--- config.mk ---
export PLATFORM = sky130hd
export DESIGN_NAME = isp8_flow_ctrl_pc
export DESIGN_NICKNAME = d
export VERILOG_FILES = /design/src/rtl/isp8_flow_ctrl_pc.sv
export SDC_FILE = /design/constraint.sdc
export NUM_CORES = 1
export LEC_CHECK = 0
export BUFFER_PORTS_ARGS = -buffer_cell sky130_fd_sc_hd__buf_2
export CAP_MARGIN = 20
export CORE_MARGIN = 4
export CORE_UTILIZATION = 45
export DETAILED_ROUTE_END_ITERATION = 8
export REMOVE_ABC_BUFFERS = 1
export SETUP_SLACK_MARGIN = 0.02
export SYNTH_ARGS = -nofsm -noshare
export SYNTH_HDL_FRONTEND = slang
export SYNTH_SLANG_ARGS = --single-unit
--- constraint.sdc ---
create_clock -name clk -period 4.4 [get_ports clk]
set_input_delay 0.88 -clock clk [delete_from_list [all_inputs] [get_ports clk]]
set_output_delay 0.88 -clock clk [all_outputs]
set_load 0.02 [all_outputs]
--- src/rtl/isp8_flow_ctrl_pc.sv ---
// isp8_flow_ctrl_pc
//   Program counter, circular call stack and interrupt sequencer for the isp8
//   core. Each instruction is fetched, then executed. Execution can be
//   stretched while io_busy is high. An optional interrupt-entry cycle may
//   follow the execute cycle.
// Ports
//   clk, rst_n                       clock / async active-low reset
//   prom_addr, prom_rd               PROM address (= pc) and read strobe (FETCH)
//   exec_en                          decoder instruction is in EXEC
//   io_busy                          holds EXEC, suppresses commit
//   bz..b, callz..call, ret, iret,
//   seti, clri                       decoded instruction strobes
//   addr_jmp                         branch/call offset (mod 2^PROM_AW)
//   carry_flag, zero_flag            datapath C/Z
//   intr_req / intr_ack              level request / entry pulse
//   ie_flag                          interrupt enable
//   flag_restore, restore_c/z        iret flag restore pulse and values
//   stack_ovf, stack_unf             sticky stack error flags
module isp8_flow_ctrl_pc #(
  parameter int unsigned        PROM_AW    = 10,
  parameter int unsigned        STACK_AW   = 4,
  parameter logic [PROM_AW-1:0] INT_VECTOR = '0
) (
  input  logic               clk,
  input  logic               rst_n,
  output logic [PROM_AW-1:0] prom_addr,
  output logic               prom_rd,
  output logic               exec_en,
  input  logic               io_busy,
  input  logic               bz,
  input  logic               bnz,
  input  logic               bc,
  input  logic               bnc,
  input  logic               b,
  input  logic               callz,
  input  logic               callnz,
  input  logic               callc,
  input  logic               callnc,
  input  logic               call,
  input  logic               ret,
  input  logic               iret,
  input  logic               seti,
  input  logic               clri,
  input  logic [PROM_AW-1:0] addr_jmp,
  input  logic               carry_flag,
  input  logic               zero_flag,
  input  logic               intr_req,
  output logic               intr_ack,
  output logic               ie_flag,
  output logic               flag_restore,
  output logic               restore_c,
  output logic               restore_z,
  output logic               stack_ovf,
  output logic               stack_unf
);

  localparam int unsigned EW = PROM_AW + 2;
  localparam logic [PROM_AW-1:0]  PC_ONE   = {{(PROM_AW-1){1'b0}}, 1'b1};
  localparam logic [STACK_AW-1:0] SP_ONE   = {{(STACK_AW-1){1'b0}}, 1'b1};
  localparam logic [STACK_AW:0]   CNT_ONE  = {{STACK_AW{1'b0}}, 1'b1};
  localparam logic [STACK_AW:0]   CNT_FULL = {1'b1, {STACK_AW{1'b0}}};

  typedef enum logic [1:0] {ST_IDLE, ST_FETCH, ST_EXEC, ST_INTR} state_t;

  state_t              state, state_nxt;
  logic [PROM_AW-1:0]  pc;
  logic [STACK_AW-1:0] sp;
  logic [STACK_AW:0]   count;
  logic                ie;
  logic [EW-1:0]       stack_mem [0:(1<<STACK_AW)-1];

  logic                commit, br_taken, call_taken, is_pop;
  logic                ie_new, do_push, do_pop, take_intr;
  logic [PROM_AW-1:0]  pc_inc, next_pc;
  logic [EW-1:0]       pop_data, push_data;

  assign prom_addr = pc;
  assign ie_flag   = ie;

  always_ff @(posedge clk or negedge rst_n) begin
    if (!rst_n) state <= ST_IDLE;
    else        state <= state_nxt;
  end

  always_comb begin
    state_nxt = state;
    prom_rd   = 1'b0;
    exec_en   = 1'b0;
    unique case (state)
      ST_IDLE:  state_nxt = ST_FETCH;
      ST_FETCH: begin
        prom_rd   = 1'b1;
        state_nxt = ST_EXEC;
      end
      ST_EXEC: begin
        exec_en = 1'b1;
        if (!io_busy) state_nxt = take_intr ? ST_INTR : ST_FETCH;
      end
      ST_INTR:  state_nxt = ST_FETCH;
      default:  state_nxt = ST_IDLE;
    endcase
  end

  always_comb begin
    commit     = (state == ST_EXEC) && !io_busy;
    br_taken   = b | (bz & zero_flag) | (bnz & ~zero_flag)
               | (bc & carry_flag) | (bnc & ~carry_flag);
    call_taken = call | (callz & zero_flag) | (callnz & ~zero_flag)
               | (callc & carry_flag) | (callnc & ~carry_flag);
    is_pop     = ret | iret;
    // seti/iret take effect before the interrupt check of the same commit
    if (iret | seti) ie_new = 1'b1;
    else if (clri)   ie_new = 1'b0;
    else             ie_new = ie;
    take_intr  = ie_new & intr_req;
    pc_inc     = pc + PC_ONE;
    pop_data   = (count == '0) ? '0 : stack_mem[sp - SP_ONE];
    if (is_pop)                     next_pc = pop_data[PROM_AW-1:0];
    else if (br_taken | call_taken) next_pc = pc + addr_jmp;
    else                            next_pc = pc_inc;
    do_pop     = commit & is_pop;
    // INTR pushes pc, which already holds the committed next_pc
    do_push    = (commit & call_taken & ~is_pop) | (state == ST_INTR);
    push_data  = (state == ST_INTR) ? {zero_flag, carry_flag, pc}
                                    : {zero_flag, carry_flag, pc_inc};
  end

  always_ff @(posedge clk) begin
    if (do_push) stack_mem[sp] <= push_data;
  end

  always_ff @(posedge clk or negedge rst_n) begin
    if (!rst_n) begin
      pc           <= '0;
      sp           <= '0;
      count        <= '0;
      ie           <= 1'b0;
      intr_ack     <= 1'b0;
      flag_restore <= 1'b0;
      restore_c    <= 1'b0;
      restore_z    <= 1'b0;
      stack_ovf    <= 1'b0;
      stack_unf    <= 1'b0;
    end else begin
      intr_ack     <= commit & take_intr;
      flag_restore <= commit & iret;
      if (commit) begin
        pc <= next_pc;
        ie <= ie_new;
      end else if (state == ST_INTR) begin
        pc <= INT_VECTOR;
        ie <= 1'b0;
      end
      // full push overwrites the oldest slot, which is where sp already points
      if (do_push) begin
        sp <= sp + SP_ONE;
        if (count == CNT_FULL) stack_ovf <= 1'b1;
        else                   count <= count + CNT_ONE;
      end else if (do_pop) begin
        restore_z <= pop_data[EW-1];
        restore_c <= pop_data[EW-2];
        if (count == '0) begin
          stack_unf <= 1'b1;
        end else begin
          sp    <= sp - SP_ONE;
          count <= count - CNT_ONE;
        end
      end
    end
  end

endmodule
==> impl_metrics.ini <==
[status]
outcome = finished, final reports clean

[clocking]
cts_repair_resize_count = 0
clk_transition_reported_paths_ns = 0.06
ctsHtreeMaxLevel = 1
clock_latency_ns = 0.53
tritoncts.num_buffers = 24
post_cts.repair.setup_buffers = 0
cts_hold_buffers = 0
cts_buffer_depth = 3
cts.sinks = 220
clock-root-buffer = clkbuf_16
tritoncts_clock_tree = yes

[layout]
seq_area_um2 = 6470
area_growth_syn_to_layout_pct = 14.2
filler_cell_count = 1719
mostFrequentLayoutCells = edfxtp_1 (192), mux4_2 (50), buf_2 (48)
post_route_cells_drive_above_1_share = 0.263
fin_nets = 715
design_area_um2 = 11100
total_area_of_multi_input_combinational_cells_um2 = 3100
most_common_cell_after_layout_fill_and_taps_aside = edfxtp_1
count_of_antenna_diodes_in_the_layout = 0

[detailed_routing]
drc_errors = 0
via_count = 5502
routed_wirelength_um = 22100
detail_route.first_pass.iterations = 5
drt.antenna.violating_nets = 0
drt-wirelength-per-cell_um = 23.1
drt_initial_violations = 442
routed_via_count_divided_by_cell_count = 5.76

[logic_synthesis]
synth_top_flop_cell = edfxtp_1
synth-warning-count = 0
postSynthAreaPerCell_um2 = 16.4
mappedNetlistArea_um2 = 9750
synthCells = 594
ys_seq_area_frac = 0.663
post_synth_edffs = 192
distinct_cell_type_count_of_the_synthesized_netlist = 62
ys_seq_elements = 220
asyncSetResetFlopFracSynth = 0.127

[sta]
finClkSkew_ns = 0.00690
timing.final.crit_share = 0.752
final_critical_path_setup_slack_ns = 1.09
fin_tns_setup_ns = 0
grt_setup_unrepaired = false
timing_worst_slew_pin_value_ns = 0.936
timing_max_transition_violations_final = 0
finalHoldViolations = 0
slew_headroom = 0.376
final.min_clock_period_ns = 3.31
timing.final.setup_violations = 0
maxClockFrequency_mhz = 302

[floorplanning]
placementRows = 53
floorplan.io_pins = 49
chipWidth_um = 155
floorplan.initialDensity = 0.461
die_h_um = 155
core_area_um2 = 21200
fp.dieArea_um2 = 24100

[pwr]
clock_power_share = 0.233
switchingPower_w = 0.00281
sequential_group_share_of_total_power = 0.366
internal_power_w = 0.00518
swShare = 0.352
combinationalPowerShare = 0.401
power_per_cell_area_nw_per_um2 = 718
worst_ir_drop_vdd_v = 0.000321
static-leakage-power_nw = 3.96

[min_path]
worst_hold_path_type = in2async

[setup_path]
cp.required_ns = 4.85
crit_buf_inv = 3
worst_r2r_startpoint = sp[1]$_DFFE_PN0P_
crit_startpoint = carry_flag
reg2reg_setup_slack_ns = 1.33
timing.setup.critical_path_class = in2reg
critical_path.cell_chain = buf_2, mux2_4, a2111oi_4, o21ai_2, buf_4, inv_1, ha_1, o31a_1, o221a_2, a31o_2, a21oi_1
arrival_ns = 3.76
endpoint_kind = flop
slowest_library_cell_on_the_worst_path = a2111oi_4
critical_path.startpoint_type = primary input
path_max_fanout = 18
cpLargestDelayFamily = compound AO/OA/AOI/OAI gates
critical_path.max_stage_delay_ns = 0.56

[global_route]
overflow = 0
gr-usage-all-layers = 0.184
grt_pass1_vias = 5639
grt_first_pass_wirelength_um = 33600
grt_start_max_net_pins = 29
grt_antenna_before_repair = 0

[placement]
dpl_cell_area_um2 = 10400
detailed_place_hpwl_um = 14300
placer_congestion = 0.858
dp_slack_ns = 0.609
portBuffers = 48

[job]
count_of_max_cap_constraint_violations = 0
-- metrics by stage --
stage | power, W | utilization | hold WS [ns] | instances
2_1_floorplan | 0.00512 | - | 0.482 | 566
3_3_place_gp | 0.00609 | 0.490 | 0.455 | 909
3_5_place_dp | 0.00614 | 0.490 | 0.466 | 909
4_1_cts | 0.00803 | 0.524 | 0.407 | 949
5_1_grt | 0.00842 | 0.527 | 0.451 | 956
6_report | 0.00800 | 0.527 | 0.390 | 956
-- layout make-up --
cell class,count,area share
Sequential cell,220,0.581
Clock inverter,10,0.00876
Clock buffer,30,0.0568
Inverter,15,0.00505
Tap cell,275,0.0309
Timing Repair Buffer,75,0.0398
Multi-Input combinational cell,331,0.278
-- kinds of logic (layout without fill, tap and decap cells) --
| logic type | Yosys count | in the layout | share of synthesized area |
|---|---|---|---|
| compound gates | 100 | 100 | 0.0720 |
| mux | 68 | 68 | 0.135 |
| buf+inv | 43 | 130 | 0.0212 |
| simple gates | 120 | 120 | 0.0624 |
| flops | 220 | 220 | 0.663 |
| xor+xnor | 25 | 25 | 0.0225 |
| fa+ha+maj | 18 | 18 | 0.0239 |
-- synth_stat cells (6+ instances only) --
master | n | area (um^2)
and3_1 | 14 | 87.6
a21oi_1 | 24 | 120
nand2_1 | 26 | 97.6
inv_1 | 15 | 56.3
a211oi_1 | 13 | 97.6
mux2i_1 | 12 | 120
and2_1 | 6 | 37.5
edfxtp_1 | 192 | 5770
dfrtp_1 | 28 | 701
clkbuf_1 | 11 | 41.3
nor2b_1 | 12 | 75.1
nor2_1 | 33 | 124
mux4_2 | 50 | 1130
ha_1 | 17 | 213
o21ai_0 | 20 | 100
buf_2 | 9 | 45.0
xnor2_1 | 14 | 123
nand3_1 | 6 | 30.0
xor2_1 | 11 | 96.3
-- final timing paths --
| path | endpoint | cells after the start |
|---|---|---|
| setup / recovery | count[4]$_DFFE_PN0P_ | 11 |
| hold / removal | prom_addr[7]$_DFFE_PN0P_ | 1 |
| setup reg to reg | prom_addr[4]$_DFFE_PN0P_ | 9 |
| hold reg to reg | stack_unf$_DFFE_PN0P_ | 1 |
| max in group asynchronous | sp[0]$_DFFE_PN0P_ | 1 |
| min in group clk | stack_unf$_DFFE_PN0P_ | 1 |
-- flip-flops by register name, summed over array words and instances, names as in the netlist --
signal,flops
stack_mem,192
prom_addr,10
count,5
sp,4
state,2
flag_restore,1
ie_flag,1
intr_ack,1
restore_c,1
restore_z,1
stack_ovf,1
stack_unf,1
-- power by group through the flow --
stage                     Clock, W  Combinational (W)  Sequential [W]
after floorplan                  0            0.00207         0.00305
after global placement           0            0.00314         0.00295
after detailed placement         0            0.00317         0.00297
after CTS                  0.00191            0.00319         0.00293
after global routing       0.00200            0.00347         0.00295
final                      0.00186            0.00320         0.00293
-- layer usage --
layer  vias up  wire [um]  global-route usage
met1      2798       9360               0.250
met3        34       1250              0.0328
met4         0        557              0.0467
met5         -          0                   0
li1       2508          -                   -
met2       162      10900               0.311
No activity file was read; power rests on OpenSTA's default activity.
